===== config.mk =====
export PLATFORM = sky130hd
export DESIGN_NAME = pipe_sequencer_flat
export DESIGN_NICKNAME = d
export VERILOG_FILES = /design/src/rtl/pipe_sequencer_if.sv /design/src/rtl/pipe_sequencer.sv /design/src/flat_wrapper.sv
export SDC_FILE = /design/constraint.sdc
export NUM_CORES = 1
export LEC_CHECK = 0
export BUFFER_PORTS_ARGS = -buffer_cell sky130_fd_sc_hd__buf_4
export CAP_MARGIN = 30
export CORE_ASPECT_RATIO = 0.6
export CORE_UTILIZATION = 35
export CTS_CLUSTER_SIZE = 16
export DETAILED_ROUTE_END_ITERATION = 8
export MAX_ROUTING_LAYER = met4
export PLACE_DENSITY_LB_ADDON = 0.2
export SYNTH_ARGS = -nofsm -noshare
export SYNTH_HDL_FRONTEND = slang
export SYNTH_SLANG_ARGS = --single-unit

===== constraint.sdc =====
create_clock -name i_clock -period 1.69 [get_ports i_clock]
set_input_delay 0.2535 -clock i_clock [delete_from_list [all_inputs] [get_ports i_clock]]
set_output_delay 0.2535 -clock i_clock [all_outputs]
set_load 0.005 [all_outputs]

===== src/rtl/pipe_sequencer_if.sv =====
// Command/status bundle between a pipeline controller and pipe_sequencer.
// The slave modport is the sequencer's view; master is the controller's view.
interface pipe_sequencer_if #(
  parameter int NB_REG = 32
);
  logic [1:0]        i_cmd;
  logic              i_cmd_valid;
  logic              i_stop;
  logic              i_halt;
  logic              o_cmd_ready;
  logic              o_valid;
  logic              o_pipe_reset;
  logic              o_done;
  logic              o_timeout;
  logic [NB_REG-1:0] o_n_clocks;
  logic [2:0]        o_state;

  modport slave (
    input  i_cmd, i_cmd_valid, i_stop, i_halt,
    output o_cmd_ready, o_valid, o_pipe_reset, o_done, o_timeout, o_n_clocks, o_state
  );

  modport master (
    output i_cmd, i_cmd_valid, i_stop, i_halt,
    input  o_cmd_ready, o_valid, o_pipe_reset, o_done, o_timeout, o_n_clocks, o_state
  );
endinterface


===== src/rtl/pipe_sequencer.sv =====
// Run/step/drain sequencer producing the pipeline advance enable and cycle count.
// Optional macro PIPE_SEQUENCER_CYCLE_LIMIT_EN: halt RUN with a timeout after MAX_CYCLES.
module pipe_sequencer #(
  parameter int NB_REG     = 32,
  parameter int N_DRAIN    = 4,
  parameter int MAX_CYCLES = 1024
) (
  input  logic               i_clock,
  input  logic               i_reset,
  pipe_sequencer_if.slave    bus
);
  localparam int DW = (N_DRAIN < 2) ? 1 : $clog2(N_DRAIN);

  localparam logic [1:0] CMD_RUN  = 2'b01;
  localparam logic [1:0] CMD_STEP = 2'b10;
  localparam logic [1:0] CMD_PRST = 2'b11;

  typedef enum logic [2:0] {
    S_IDLE   = 3'd0,
    S_RUN    = 3'd1,
    S_STEP   = 3'd2,
    S_DRAIN  = 3'd3,
    S_HALTED = 3'd4,
    S_PRST   = 3'd5
  } state_e;

  state_e            state_q, state_d;
  logic [DW-1:0]     drain_q, drain_d;
  logic [NB_REG-1:0] cnt_q, cnt_d;
  logic              timeout_q, timeout_d;
  logic              pipe_reset_q;
  logic              enabled;

  assign enabled = (state_q == S_RUN) || (state_q == S_STEP) || (state_q == S_DRAIN);

`ifndef PIPE_SEQUENCER_CYCLE_LIMIT_EN
  logic unused_max_cycles;
  assign unused_max_cycles = (MAX_CYCLES != 0);
`endif

  always_comb begin
    state_d   = state_q;
    drain_d   = drain_q;
    timeout_d = timeout_q;
    cnt_d     = cnt_q;
    if (enabled && (cnt_q != '1)) cnt_d = cnt_q + 1'b1;

    case (state_q)
      S_IDLE: begin
        if (bus.i_cmd_valid) begin
          case (bus.i_cmd)
            CMD_RUN:  state_d = S_RUN;
            CMD_STEP: state_d = S_STEP;
            CMD_PRST: state_d = S_PRST;
            default:  state_d = S_IDLE;
          endcase
        end
      end
      S_RUN: begin
        // Stop wins over halt; halt wins over the cycle limit.
        if (bus.i_stop) begin
          state_d = S_IDLE;
        end else if (bus.i_halt) begin
          state_d = S_DRAIN;
          drain_d = DW'(N_DRAIN - 1);
        end
`ifdef PIPE_SEQUENCER_CYCLE_LIMIT_EN
        else if (cnt_q == NB_REG'(MAX_CYCLES - 1)) begin
          state_d   = S_HALTED;
          timeout_d = 1'b1;
        end
`endif
      end
      S_STEP: begin
        if (bus.i_halt) begin
          state_d = S_DRAIN;
          drain_d = DW'(N_DRAIN - 1);
        end else begin
          state_d = S_IDLE;
        end
      end
      S_DRAIN: begin
        if (drain_q == '0) state_d = S_HALTED;
        else               drain_d = drain_q - 1'b1;
      end
      S_HALTED: begin
        if (bus.i_cmd_valid && (bus.i_cmd == CMD_PRST)) state_d = S_PRST;
      end
      S_PRST:  state_d = S_IDLE;
      default: state_d = S_IDLE;
    endcase

    // Clearing on entry makes the counters read zero during the PRST cycle itself.
    if (state_d == S_PRST) begin
      cnt_d     = '0;
      timeout_d = 1'b0;
    end
  end

  always_ff @(posedge i_clock) begin
    if (i_reset) begin
      state_q      <= S_IDLE;
      drain_q      <= '0;
      cnt_q        <= '0;
      timeout_q    <= 1'b0;
      pipe_reset_q <= 1'b1;
    end else begin
      state_q      <= state_d;
      drain_q      <= drain_d;
      cnt_q        <= cnt_d;
      timeout_q    <= timeout_d;
      pipe_reset_q <= (state_d == S_PRST);
    end
  end

  assign bus.o_cmd_ready  = (state_q == S_IDLE) || (state_q == S_HALTED);
  assign bus.o_valid      = enabled;
  assign bus.o_pipe_reset = pipe_reset_q;
  assign bus.o_done       = (state_q == S_HALTED) && !timeout_q;
  assign bus.o_n_clocks   = cnt_q;
  assign bus.o_state      = state_q;
`ifdef PIPE_SEQUENCER_CYCLE_LIMIT_EN
  assign bus.o_timeout    = timeout_q;
`else
  assign bus.o_timeout    = 1'b0;
`endif
endmodule


===== src/flat_wrapper.sv =====
// flat-port wrapper written by rule: the top's interface ports become plain ports
module pipe_sequencer_flat 
#(
  parameter int NB_REG     = 32,
  parameter int N_DRAIN    = 4,
  parameter int MAX_CYCLES = 1024
)
  (i_clock, i_reset, bus_i_cmd, bus_i_cmd_valid, bus_i_stop, bus_i_halt, bus_o_cmd_ready, bus_o_valid, bus_o_pipe_reset, bus_o_done, bus_o_timeout, bus_o_n_clocks, bus_o_state);
  pipe_sequencer_if #(.NB_REG(NB_REG)) bus_i ();
  input  logic i_clock;
  input  logic i_reset;
  input wire logic [$bits(bus_i.i_cmd)-1:0] bus_i_cmd;
  input wire logic [$bits(bus_i.i_cmd_valid)-1:0] bus_i_cmd_valid;
  input wire logic [$bits(bus_i.i_stop)-1:0] bus_i_stop;
  input wire logic [$bits(bus_i.i_halt)-1:0] bus_i_halt;
  output wire logic [$bits(bus_i.o_cmd_ready)-1:0] bus_o_cmd_ready;
  output wire logic [$bits(bus_i.o_valid)-1:0] bus_o_valid;
  output wire logic [$bits(bus_i.o_pipe_reset)-1:0] bus_o_pipe_reset;
  output wire logic [$bits(bus_i.o_done)-1:0] bus_o_done;
  output wire logic [$bits(bus_i.o_timeout)-1:0] bus_o_timeout;
  output wire logic [$bits(bus_i.o_n_clocks)-1:0] bus_o_n_clocks;
  output wire logic [$bits(bus_i.o_state)-1:0] bus_o_state;
  assign bus_i.i_cmd = bus_i_cmd;
  assign bus_i.i_cmd_valid = bus_i_cmd_valid;
  assign bus_i.i_stop = bus_i_stop;
  assign bus_i.i_halt = bus_i_halt;
  assign bus_o_cmd_ready = bus_i.o_cmd_ready;
  assign bus_o_valid = bus_i.o_valid;
  assign bus_o_pipe_reset = bus_i.o_pipe_reset;
  assign bus_o_done = bus_i.o_done;
  assign bus_o_timeout = bus_i.o_timeout;
  assign bus_o_n_clocks = bus_i.o_n_clocks;
  assign bus_o_state = bus_i.o_state;
  pipe_sequencer #(.NB_REG(NB_REG), .N_DRAIN(N_DRAIN), .MAX_CYCLES(MAX_CYCLES)) u_core (.i_clock(i_clock), .i_reset(i_reset), .bus(bus_i));
endmodule

Word-level counts from Yosys, hierarchy flattened
Cells that the tools add are included.

cells by class
  equality and inequality tests = 11
  mux-type cells = 12
  $add $sub $neg = 2
  reduce and logical (&&, ||, !) cells = 10

operator list
  kind                     count
  $add A32 B1 Y32 const B  1
  $ne A32 B32 Y1 const B   1
  $mux W3                  5
  $pmux W3 S5              1
  $pmux W3 S3              1
  $mux W2                  4
  $eq A3 B2 Y1 const B     2
  $eq A3 B3 Y1 const B     2
  $pmux W2 S3              1
  $eq A2 B2 Y1 const B     2
  $ne A2 B2 Y1 const B     2
  $eq A3 B1 Y1 const B     1
  $logic_not A3 Y1         1
  $logic_or A1 B1 Y1       3
  $reduce_and A3 Y1        1
  $reduce_bool A3 Y1       1
  $eq A2 B1 Y1 const B     1
  $logic_and A1 B1 Y1      2
  $logic_not A2 Y1         1
  $reduce_or A2 Y1         1
  $sub A2 B1 Y2 const B    1

word-level totals
  output and inout port bits = 40
  register bits after elaboration = 38

Depth between registers and ports, before layout
Gate-level depths: netlist of run 1.

  word-level depth = 6
  depth in mapped cells = 9

Worst setup path before layout of run 1
OpenSTA, ideal clock, no wires.

  path kind = register to register
  start point = register u_core.state_q[1], in the netlist u_core.bus.o_state[1]
  end point = register u_core.cnt_q[27], in the netlist u_core.bus.o_n_clocks[27]
  arrival time = 1.873 ns
  path slack = -0.253 ns
  path buffers = 2
  stages on the path, launching flop included = 10
  path through = dfxtp_1 > nor2_2 > or2_1 > buf_6 > clkinv_8 > nand4_4 > a211o_1 > buf_6 > or3_1 > a21oi_1

RTL lines
  item                                          RTL line               text
  from (decl)                                   pipe_sequencer.sv:27   state_e state_q, state_d;
  from (signal assigned)                        pipe_sequencer.sv:108  state_q <= state_d;
  $eq A3 B1 Y1 or $eq A3 B2 Y1 (tied branches)  pipe_sequencer.sv:34   assign enabled = (state_q == S_RUN) || (state_q == S_STEP) || (state_q == S_DRAIN);
  $logic_or A1 B1 Y1                            pipe_sequencer.sv:34
  $logic_or A1 B1 Y1 *                          pipe_sequencer.sv:34
  via bus_o_valid                               flat_wrapper.sv:17     output wire logic [$bits(bus_i.o_valid)-1:0] bus_o_valid;
  $logic_and A1 B1 Y1 *                         pipe_sequencer.sv:46   if (enabled && (cnt_q != '1)) cnt_d = cnt_q + 1'b1;
  to (signal assigned)                          pipe_sequencer.sv:110  cnt_q <= cnt_d;
  to (decl)                                     pipe_sequencer.sv:29   logic [NB_REG-1:0] cnt_q, cnt_d;

Mark *: on every way through the listed nets, which the timed path passes. The rest lies on a longest branch.
A chain may end at the register's enable or synchronous reset.

Final worst setup path of run 1
  start point = register u_core.cnt_q[11], in the netlist u_core.bus.o_n_clocks[11]
  end point = register u_core.cnt_q[21], in the netlist u_core.bus.o_n_clocks[21]

on the way
  cells in the longest elaborated chain, start to end = 2

ends and longest elaborated chain
  item
  branches (longest 2 deep; another with $add A32 B1 Y32)

Several ways; the timed one is not identified.

==> out/qor.yml, run 1 <==
outcome:
  status: "finished with violations"
  violations: "negative setup slack"
pwr:
  clockPowerShare: 0.347
  p_seq_frac: 0.490
  leakagePower_nw: 1.154
  power_density_nw_per_um2: 641.8
  combPwrFrac: 0.164
  p_sw_w: 0.0005068
  p_int_w: 0.001405
  vdd_drop_max_v: 0.0003556
  sw_frac_of_total: 0.2651
clock_network:
  cts_root_buffer: "clkbuf_8"
  cts_tree: "yes"
  clock_sinks: 38
  clk_pin_slew_ns: 0.08
  clock_latency_ns: 0.29
  cts.htree.levels: 2
  clk_path_buf_depth: 2
  cts_buffers: 5
  cts-hold-fix-buffers: 0
synth:
  ys_types: 39
  synth_cells: 241
  postSynthAreaPerCell_um2: 8.058
  yosysWarnings: 0
  synthArstFlopShare: 0
  synth.most_common_cell: "dfxtp_1"
  synth_top_cell_area_share: 0.3918
  syn-num-nets: 250
  ys_seq_area_frac: 0.3918
  yosys-top-cells-count: "dfxtp_1, a21oi_1, o21ai_0, or3_1, nand2_1"
  ys_top_cells_by_area: "dfxtp_1, or3_1, a21oi_1"
  synth-edff-count: 0
  ys.flop_type: "dfxtp_1"
  synth_area_um2: 1942
  yosysTopAreaCell: "dfxtp_1"
  synth_seq_cells: 38
die:
  row_count: 20
  start_util: 0.3731
  core_area_um2: 5205
  fp.dieArea_um2: 5860
  chipHeight_um: 59.70
  pin_count: 47
  die_x_um: 98.16
critical_path:
  r2r_cells: 5
  r2r-end: "u_core.bus.o_n_clocks[21]$_SDFFE_PP0P_"
  critPathMaxFanout: 12
  endpoint_kind: "register"
  start_kind: "register"
  r2r-start: "u_core.bus.o_n_clocks[11]$_SDFFE_PP0P_"
  cp_slowest_stage_delay_ns: 0.41
  critPathKind: "register to register"
  critPathArrivalTime_ns: 1.93
  worst_path_max_delay_cell: "a211o_4"
  crit_required_ns: 1.91
  crit_chain: "and4_4, nand4_1, a211o_4, or3_4, a21oi_2"
  cp.buffers_inverters: 0
  reg2reg_slack_ns: -0.03
  cp_top_family: "simple AND/OR/NAND/NOR gates"
timing:
  finalHoldViolations: 0
  whs_ns: 0.1709
  setup_violations: 2
  fin_crit_sh: 1.015
  fin_ws_ns: -0.02602
  period_needed_ns: 1.716
  fmaxAchievable_mhz: 582.7
  finClkSkew_ns: 0.003030
  slew_viol_final: 0
  grt_setup_unrepaired: "yes"
place:
  post-dp-hpwl_mm: 3.910
  dp.cells: 396
  portBuffers: 45
  gp_congestion: 0.7858
cells_and_area:
  nets: 350
  fillers: 486
  diodes: 0
  final_util: 0.5724
  instances_no_fill: 408
  area_delta_synth_final_pct: 53.42
  drive_above_1_share: 0.4415
hold_path:
  whs_path_depth: 2
  whs_endpoint: "u_core.bus.o_state[0]$_SDFF_PP0_"
  hp-start: "i_reset"
  hold_path.class: "input pin to register"
grt:
  grt_first_pass_wirelength_mm: 8.901
  antenna_found_initial: 0
  grt_max_degree: 32
  grt_pass1_vias: 1885
  grt-ovfl-total: 0
  grtUsageTotal: 0.1996
routing:
  drt-vias-per-instance: 5.306
  routed_wirelength_mm: 5.381
  ant_nets: 0
  drt_iter0_drc: 102
  drc: 0
  drt_pass1_iterations: 6
  wl_per_cell_um: 13.19
  vias: 2165
run:
  maxCapViolations: 0
## routing by layer
layer | track usage | vias to the layer above | part of all wire
li1 | - | 1096 | -
met1 | 0.2806 | 1018 | 0.52
met2 | 0.2907 | 46 | 0.43
met3 | 0.04327 | 5 | 0.045
met4 | 0.05117 | 0 | 0.0059
met5 | - | - | 0
## worst max path at each step
stage                                                 startpoint                                endpoint  slack (ns)  depth (start not counted)
after floorplan            u_core.bus.o_n_clocks[9]$_SDFFE_PP0P_  u_core.bus.o_n_clocks[31]$_SDFFE_PP0P_       -0.12                          6
after global placement          u_core.bus.o_state[0]$_SDFF_PP0_  u_core.bus.o_n_clocks[21]$_SDFFE_PP0P_       -0.10                          7
after detailed placement        u_core.bus.o_state[1]$_SDFF_PP0_  u_core.bus.o_n_clocks[21]$_SDFFE_PP0P_       -0.11                          7
after CTS                 u_core.bus.o_n_clocks[21]$_SDFFE_PP0P_  u_core.bus.o_n_clocks[31]$_SDFFE_PP0P_       0.001                          7
after global routing      u_core.bus.o_n_clocks[11]$_SDFFE_PP0P_  u_core.bus.o_n_clocks[16]$_SDFFE_PP0P_       -0.13                          6
final                     u_core.bus.o_n_clocks[11]$_SDFFE_PP0P_  u_core.bus.o_n_clocks[21]$_SDFFE_PP0P_       -0.03                          5
## registers in the layout, summed over array words and instances, names as in the netlist
register                 count
u_core.bus.o_state           3
u_core.bus.o_pipe_reset      1
u_core.bus.o_n_clocks       32
u_core.drain_q               2
## cells in the final DEF (no fill, tap or decap), types with 2 or more instances in the layout
cell type / Yosys / routed
buf_4: 1 / 99
a21oi_1: 27 / 25
dfxtp_1: 38 / 22
nand2_1: 21 / 21
o21ai_0: 22 / 21
or3_1: 22 / 21
nor2_1: 16 / 16
dfxtp_2: 0 / 15
nand3_1: 12 / 11
nand4_1: 9 / 9
inv_1: 7 / 7
xnor2_1: 6 / 6
clkbuf_8: 0 / 6
o31ai_1: 4 / 4
and4_4: 0 / 3
and3_1: 5 / 3
nor3_1: 5 / 3
a211oi_1: 3 / 3
nor4_1: 4 / 3
and4_1: 5 / 2
or4_4: 0 / 2
o211ai_1: 2 / 2
or4_1: 4 / 2
a21oi_2: 0 / 2
nor3_2: 0 / 2
nand3b_1: 2 / 2
## through the flow
| step | TNS, ns | total power (W) | setup WS, ns | instance area (um2) |
|---|---|---|---|---|
| 6_report | -0.04671 | 0.001912 | -0.02602 | 2979 |
| 3_3_place_gp | -0.4595 | 0.001241 | -0.1046 | 2748 |
| 3_5_place_dp | -0.8662 | 0.001249 | -0.1114 | 2748 |
| 5_1_grt | -1.390 | 0.001996 | -0.1281 | 2979 |
| 4_1_cts | 0 | 0.001917 | 0.001242 | 2915 |
| 2_1_floorplan | -0.9365 | 0.001108 | -0.1179 | 1974 |
## cells by family after synthesis
group	synth area share
AND/OR/NAND/NOR	0.3286
multiplexers	0.005799
other	0.001931
flip-flops	0.3918
adder cells (fa/ha/maj)	0.01288
buffers and inverters	0.04704
AO/OA/AOI/OAI	0.1849
XOR/XNOR	0.02706
## layout make-up
class / count / area (um2) / share of cell area
repair buffers: 101 / 774.5 / 0.2600
flip-flops and latches: 38 / 783.3 / 0.2629
inverters: 8 / 42.54 / 0.01428
clock buffers: 6 / 82.58 / 0.02772
well taps: 66 / 82.58 / 0.02772
clock inverters: 2 / 12.51 / 0.004200
multi-input cells: 187 / 1201 / 0.4032
## worst reg2reg max path, delay by kind of cell, from the launching register on
| kind | cells | cell delay (ns) |
|---|---|---|
| DFF | 1 | 0.33 |
| and+or+nand+nor | 3 | 0.76 |
| AOI/OAI and AO/OA | 2 | 0.54 |
## power by group through the flow
| stage | Clock, W | Sequential (W) | Combinational, W |
|---|---|---|---|
| 3_5_place_dp | 0 | 0.000953 | 0.000295 |
| 6_report | 0.000663 | 0.000936 | 0.000313 |
| 3_3_place_gp | 0 | 0.000954 | 0.000287 |
| 5_1_grt | 0.000715 | 0.000939 | 0.000342 |
| 4_1_cts | 0.000676 | 0.000936 | 0.000304 |
| 2_1_floorplan | 0 | 0.000965 | 0.000143 |
## timing repair
action                                  CTS  global route
resized for setup                        16            16
endpoints found under the setup margin   23            34
hold endpoints to repair                  0             0
buffers inserted                          3             1
pin swaps                                 8             5
Power figures use the tool's default switching activity.
==> inputs of run 2 (changes only) <==
Settings changed: SKIP_CTS_REPAIR_TIMING set to 1.
==> out/qor.yml, run 2 (same netlist as run 1, synthesis figures left out) <==
cells_and_area:
  instances_no_fill: 411
  fillers: 486
  area_delta_synth_final_pct: 54.90
  largest_register_ffs: 32
  layout_common_cells: "buf_4, a21oi_1, dfxtp_1, or3_1, nand2_1"
  diodes: 0
  drive_above_1_share: 0.4464
  nets: 353
  final_common_cell: "buf_4"
  design_area_um2: 3008
place:
  dp.cells: 396
  gp_congestion: 0.7858
  post-dp-hpwl_mm: 3.910
  portBuffers: 45
  dpl-instance-area_um2: 2748
  dp_slack_ns: -0.1114
pwr:
  power_w: 0.001915
  combPwrFrac: 0.164
  p_sw_w: 0.0005085
  leakagePower_nw: 1.162
  clockPowerShare: 0.347
  power_density_nw_per_um2: 636.6
  p_int_w: 0.001406
  sw_frac_of_total: 0.2656
  p_seq_frac: 0.489
  vdd_drop_max_v: 0.0003551
timing:
  tns_ns: -0.1805
  finClkSkew_ns: 0.004987
  setup_violations: 9
  fin_ws_ns: -0.06179
  period_needed_ns: 1.752
  grt_setup_unrepaired: "yes"
  finalHoldViolations: 0
  fmaxAchievable_mhz: 570.8
  slew_viol_final: 0
  fin_crit_sh: 1.037
die:
  chipHeight_um: 59.70
  die_x_um: 98.16
  row_count: 20
  fp.dieArea_um2: 5860
  start_util: 0.3731
  core_area_um2: 5205
  pin_count: 47
hold_path:
  hold_path.class: "input pin to register"
critical_path:
  endpoint_kind: "register"
  critPathKind: "register to register"
  critPathMaxFanout: 5
  crit_required_ns: 1.92
  cp.buffers_inverters: 2
  cp_slowest_stage_delay_ns: 0.35
  cp_top_family: "simple AND/OR/NAND/NOR gates"
  worst_path_max_delay_cell: "or3_1"
  crit_chain: "nand4_1, buf_4, nor4_2, buf_4, nand3_1, or3_1, a21oi_1"
  critPathArrivalTime_ns: 1.98
  start_kind: "register"
  worst_path_most_repeated_cell: "buf_4"
clock_network:
  cts.htree.levels: 2
  clock_latency_ns: 0.29
  clk_path_buf_depth: 2
  cts_buffers: 5
  cts_tree: "yes"
  clock_sinks: 38
  clk_pin_slew_ns: 0.08
  cts_root_buffer: "clkbuf_8"
routing:
  drt_iter0_drc: 102
  routed_wirelength_mm: 5.775
  ant_nets: 0
  drt_pass1_iterations: 6
  drt-vias-per-instance: 5.319
  drc: 0
  vias: 2186
  wl_per_cell_um: 14.05
grt:
  gr-usage-met1: 0.2784
  grt_first_pass_wirelength_mm: 8.625
  antenna_found_initial: 0
  grt_pass1_vias: 1824
  grtUsageTotal: 0.1944
  grt_util_met3: 0.04327
  grt_util_met2: 0.2746
  grt-ovfl-total: 0
  grt_busiest_layer: "met1"
  grt_max_degree: 32
outcome:
  status: "finished with violations"
  violations: "negative setup slack"
run:
  maxCapViolations: 0
## run 2: changes by cell type in the layout (fill, tap and decap cells not counted), sizes merged
cell / before / now
a211o: 1 / 2
buf: 101 / 103
## run 2: final timing paths
kind / start / to / slack (ns) / cells after the start
setup reg to reg: u_core.bus.o_n_clocks[20]$_SDFFE_PP0P_ / u_core.bus.o_n_clocks[31]$_SDFFE_PP0P_ / -0.06 / 7
hold / removal: i_reset / u_core.bus.o_state[0]$_SDFF_PP0_ / 0.17 / 2
hold reg to reg: u_core.drain_q[0]$_SDFFE_PP0P_ / u_core.drain_q[0]$_SDFFE_PP0P_ / 0.47 / 2
setup / recovery: u_core.bus.o_n_clocks[20]$_SDFFE_PP0P_ / u_core.bus.o_n_clocks[31]$_SDFFE_PP0P_ / -0.06 / 7
## run 2: cell type report
class,count,area (um2),area share
multi-input combinational,188,1216,0.4043
sequential,38,782.0,0.2600
clock inverter,2,12.51,0.004160
tap,66,82.58,0.02745
inverter,8,42.54,0.01414
clock buffer,6,82.58,0.02745
timing repair buffer,103,789.5,0.2625
## run 2: power by group through the flow
stage               sequential (W)  clock [W]  combinational, W
floorplan                 0.000965          0          0.000143
global route              0.000939   0.000718          0.000343
finish                    0.000936   0.000665          0.000313
CTS                       0.000933   0.000676          0.000296
detailed placement        0.000953          0          0.000295
global placement          0.000954          0          0.000287
## run 2: layer usage
layer	routed length (um)	vias up
met5	0	-
met1	3047	1041
li1	-	1103
met3	203	4
met4	27	0
met2	2496	38
## run 2: through the flow
step / util / hold slack, ns
finish: 0.5779 / 0.1748
global route: 0.5779 / 0.1667
CTS: 0.5462 / 0.1493
detailed placement: 0.5279 / 0.4637
global placement: 0.5279 / 0.4547
floorplan: - / 0.3177
==> inputs of run 3 (changes only) <==
Settings changed: ABC_AREA set to 1.
==> out/qor.yml, run 3 <==
cells_and_area:
  drive_above_1_share: 0.2869
  final_util: 0.5029
  area_delta_synth_final_pct: 37.48
  design_area_um2: 3401
  instances_no_fill: 575
  nets: 498
  fillers: 696
  diodes: 0
  largest_register_ffs: 32
  layout_common_cells: "nand2_1, buf_4, nor2_1, dfxtp_1, inv_1"
  final_common_cell: "nand2_1"
synth:
  synth_seq_cells: 38
  synth_top_cell_area_share: 0.3075
  synth_cells: 402
  synthArstFlopShare: 0
  synth-edff-count: 0
  ys_top_cells_by_area: "dfxtp_1, nand2_1, nor2_1"
  yosysWarnings: 0
  postSynthAreaPerCell_um2: 6.153
  ys_types: 29
  yosysTopAreaCell: "dfxtp_1"
  syn-num-nets: 411
  synth_area_um2: 2474
  synth.most_common_cell: "nand2_1"
  ys.flop_type: "dfxtp_1"
  ys_seq_area_frac: 0.3075
  yosys-top-cells-count: "nand2_1, nor2_1, dfxtp_1"
die:
  pin_count: 47
  fp.dieArea_um2: 7419
  die_x_um: 110.5
  row_count: 23
  chipHeight_um: 67.12
  start_util: 0.3658
  core_area_um2: 6763
routing:
  wl_per_cell_um: 13.30
  vias: 2738
  drt-vias-per-instance: 4.762
  drt_iter0_drc: 162
  ant_nets: 0
  drc: 0
  routed_wirelength_mm: 7.648
  drt_pass1_iterations: 5
grt:
  grt-ovfl-total: 0
  grt_pass1_vias: 2391
  grt_first_pass_wirelength_mm: 11.92
  antenna_found_initial: 0
  grtUsageTotal: 0.2189
  grt_max_degree: 31
timing:
  period_needed_ns: 1.581
  grt_setup_unrepaired: "no"
  setup_violations: 0
  fmaxAchievable_mhz: 632.3
  slew_viol_final: 0
  fin_crit_sh: 0.9358
  finClkSkew_ns: 0.004217
  fin_ws_ns: 0.1085
  finalHoldViolations: 0
pwr:
  clockPowerShare: 0.431
  p_sw_w: 0.0005499
  vdd_drop_max_v: 0.0004031
  combPwrFrac: 0.139
  sw_frac_of_total: 0.2561
  power_w: 0.002147
  p_seq_frac: 0.430
  power_density_nw_per_um2: 631.4
  leakagePower_nw: 1.353
  p_int_w: 0.001598
critical_path:
  critPathKind: "register to register"
  crit_start: "u_core.bus.o_n_clocks[6]$_SDFFE_PP0P_"
  r2r-start: "u_core.bus.o_n_clocks[6]$_SDFFE_PP0P_"
  critPathArrivalTime_ns: 1.80
  start_kind: "register"
  critPathMaxFanout: 5
  endpoint_kind: "register"
  reg2reg_slack_ns: 0.11
  r2r_cells: 8
  crit_required_ns: 1.91
clock_network:
  cts_tree: "yes"
  clock_latency_ns: 0.28
  cts_buffers: 5
  clk_path_buf_depth: 2
  clock_sinks: 38
  cts.htree.levels: 2
  clk_pin_slew_ns: 0.06
  cts_root_buffer: "clkbuf_16"
outcome:
  status: "completed"
place:
  dp.cells: 562
  gp_congestion: 0.8739
  portBuffers: 45
  dp_slack_ns: -0.05552
  post-dp-hpwl_mm: 5.808
  dpl-instance-area_um2: 3156
hold_path:
  hold_path.class: "input pin to register"
  whs_path_depth: 2
  hp-start: "i_reset"
run:
  maxCapViolations: 0
## run 3: cell families (layout without fill, tap and decap cells)
logic type      count (synthesis)  count (layout)  synth area share
compound gates                 31              31           0.09155
xor+xnor                       14              14           0.04957
fa+ha+maj                       2               2           0.01011
buf+inv                        44             130           0.08296
flops                          38              38            0.3075
other cells                     1               1          0.001516
simple gates                  272             272            0.4568
## run 3: final timing paths
| check | to |
|---|---|
| worst max-delay path | u_core.bus.o_n_clocks[9]$_SDFFE_PP0P_ |
| worst min-delay path | u_core.bus.o_state[2]$_SDFF_PP0_ |
| worst max register to register | u_core.bus.o_n_clocks[9]$_SDFFE_PP0P_ |
| worst min register to register | u_core.drain_q[0]$_SDFFE_PP0P_ |
## run 3: metrics by stage
| stage | TNS [ns] | hold slack (ns) |
|---|---|---|
| after floorplan | 0 | 0.3226 |
| after global placement | -0.02802 | 0.4768 |
| after detailed placement | -0.08564 | 0.4769 |
| after CTS | -0.1568 | 0.1786 |
| after global routing | 0 | 0.1832 |
| final | 0 | 0.1844 |
## run 3: worst max-delay path, cell delays in order (launching register included)
cell     delay, ns
dfxtp_1       0.41
nand2_1       0.15
nor2_4        0.22
nand2_1       0.09
nor2_2        0.15
buf_4         0.16
xor2_1        0.14
nand2_1       0.08
a21oi_2       0.11
## run 3: cell type report
cell class                      instances  area, um2  share of cell area
Multi-Input combinational cell        320       1553              0.4566
Clock buffer                            6      138.9             0.04084
Inverter                               34      132.6             0.03900
Tap cell                               87      108.9             0.03201
Sequential cell                        38      767.0              0.2255
Timing Repair Buffer                   90      700.7              0.2060
## run 3: power by group through the flow
stage	logic (W)	registers [W]	clock network (W)
2_1_floorplan	0.000172	0.000945	0
3_3_place_gp	0.000270	0.000941	0
3_5_place_dp	0.000273	0.000941	0
4_1_cts	0.000275	0.000922	0.000946
5_1_grt	0.000323	0.000924	0.000977
6_report	0.000299	0.000923	0.000925
## run 3: layer usage
layer | part of all wire | GRT usage
met3 | 0.072 | 0.03731
met4 | 0.0097 | 0.07000
met1 | 0.55 | 0.3237
met2 | 0.37 | 0.2935
met5 | 0 | -
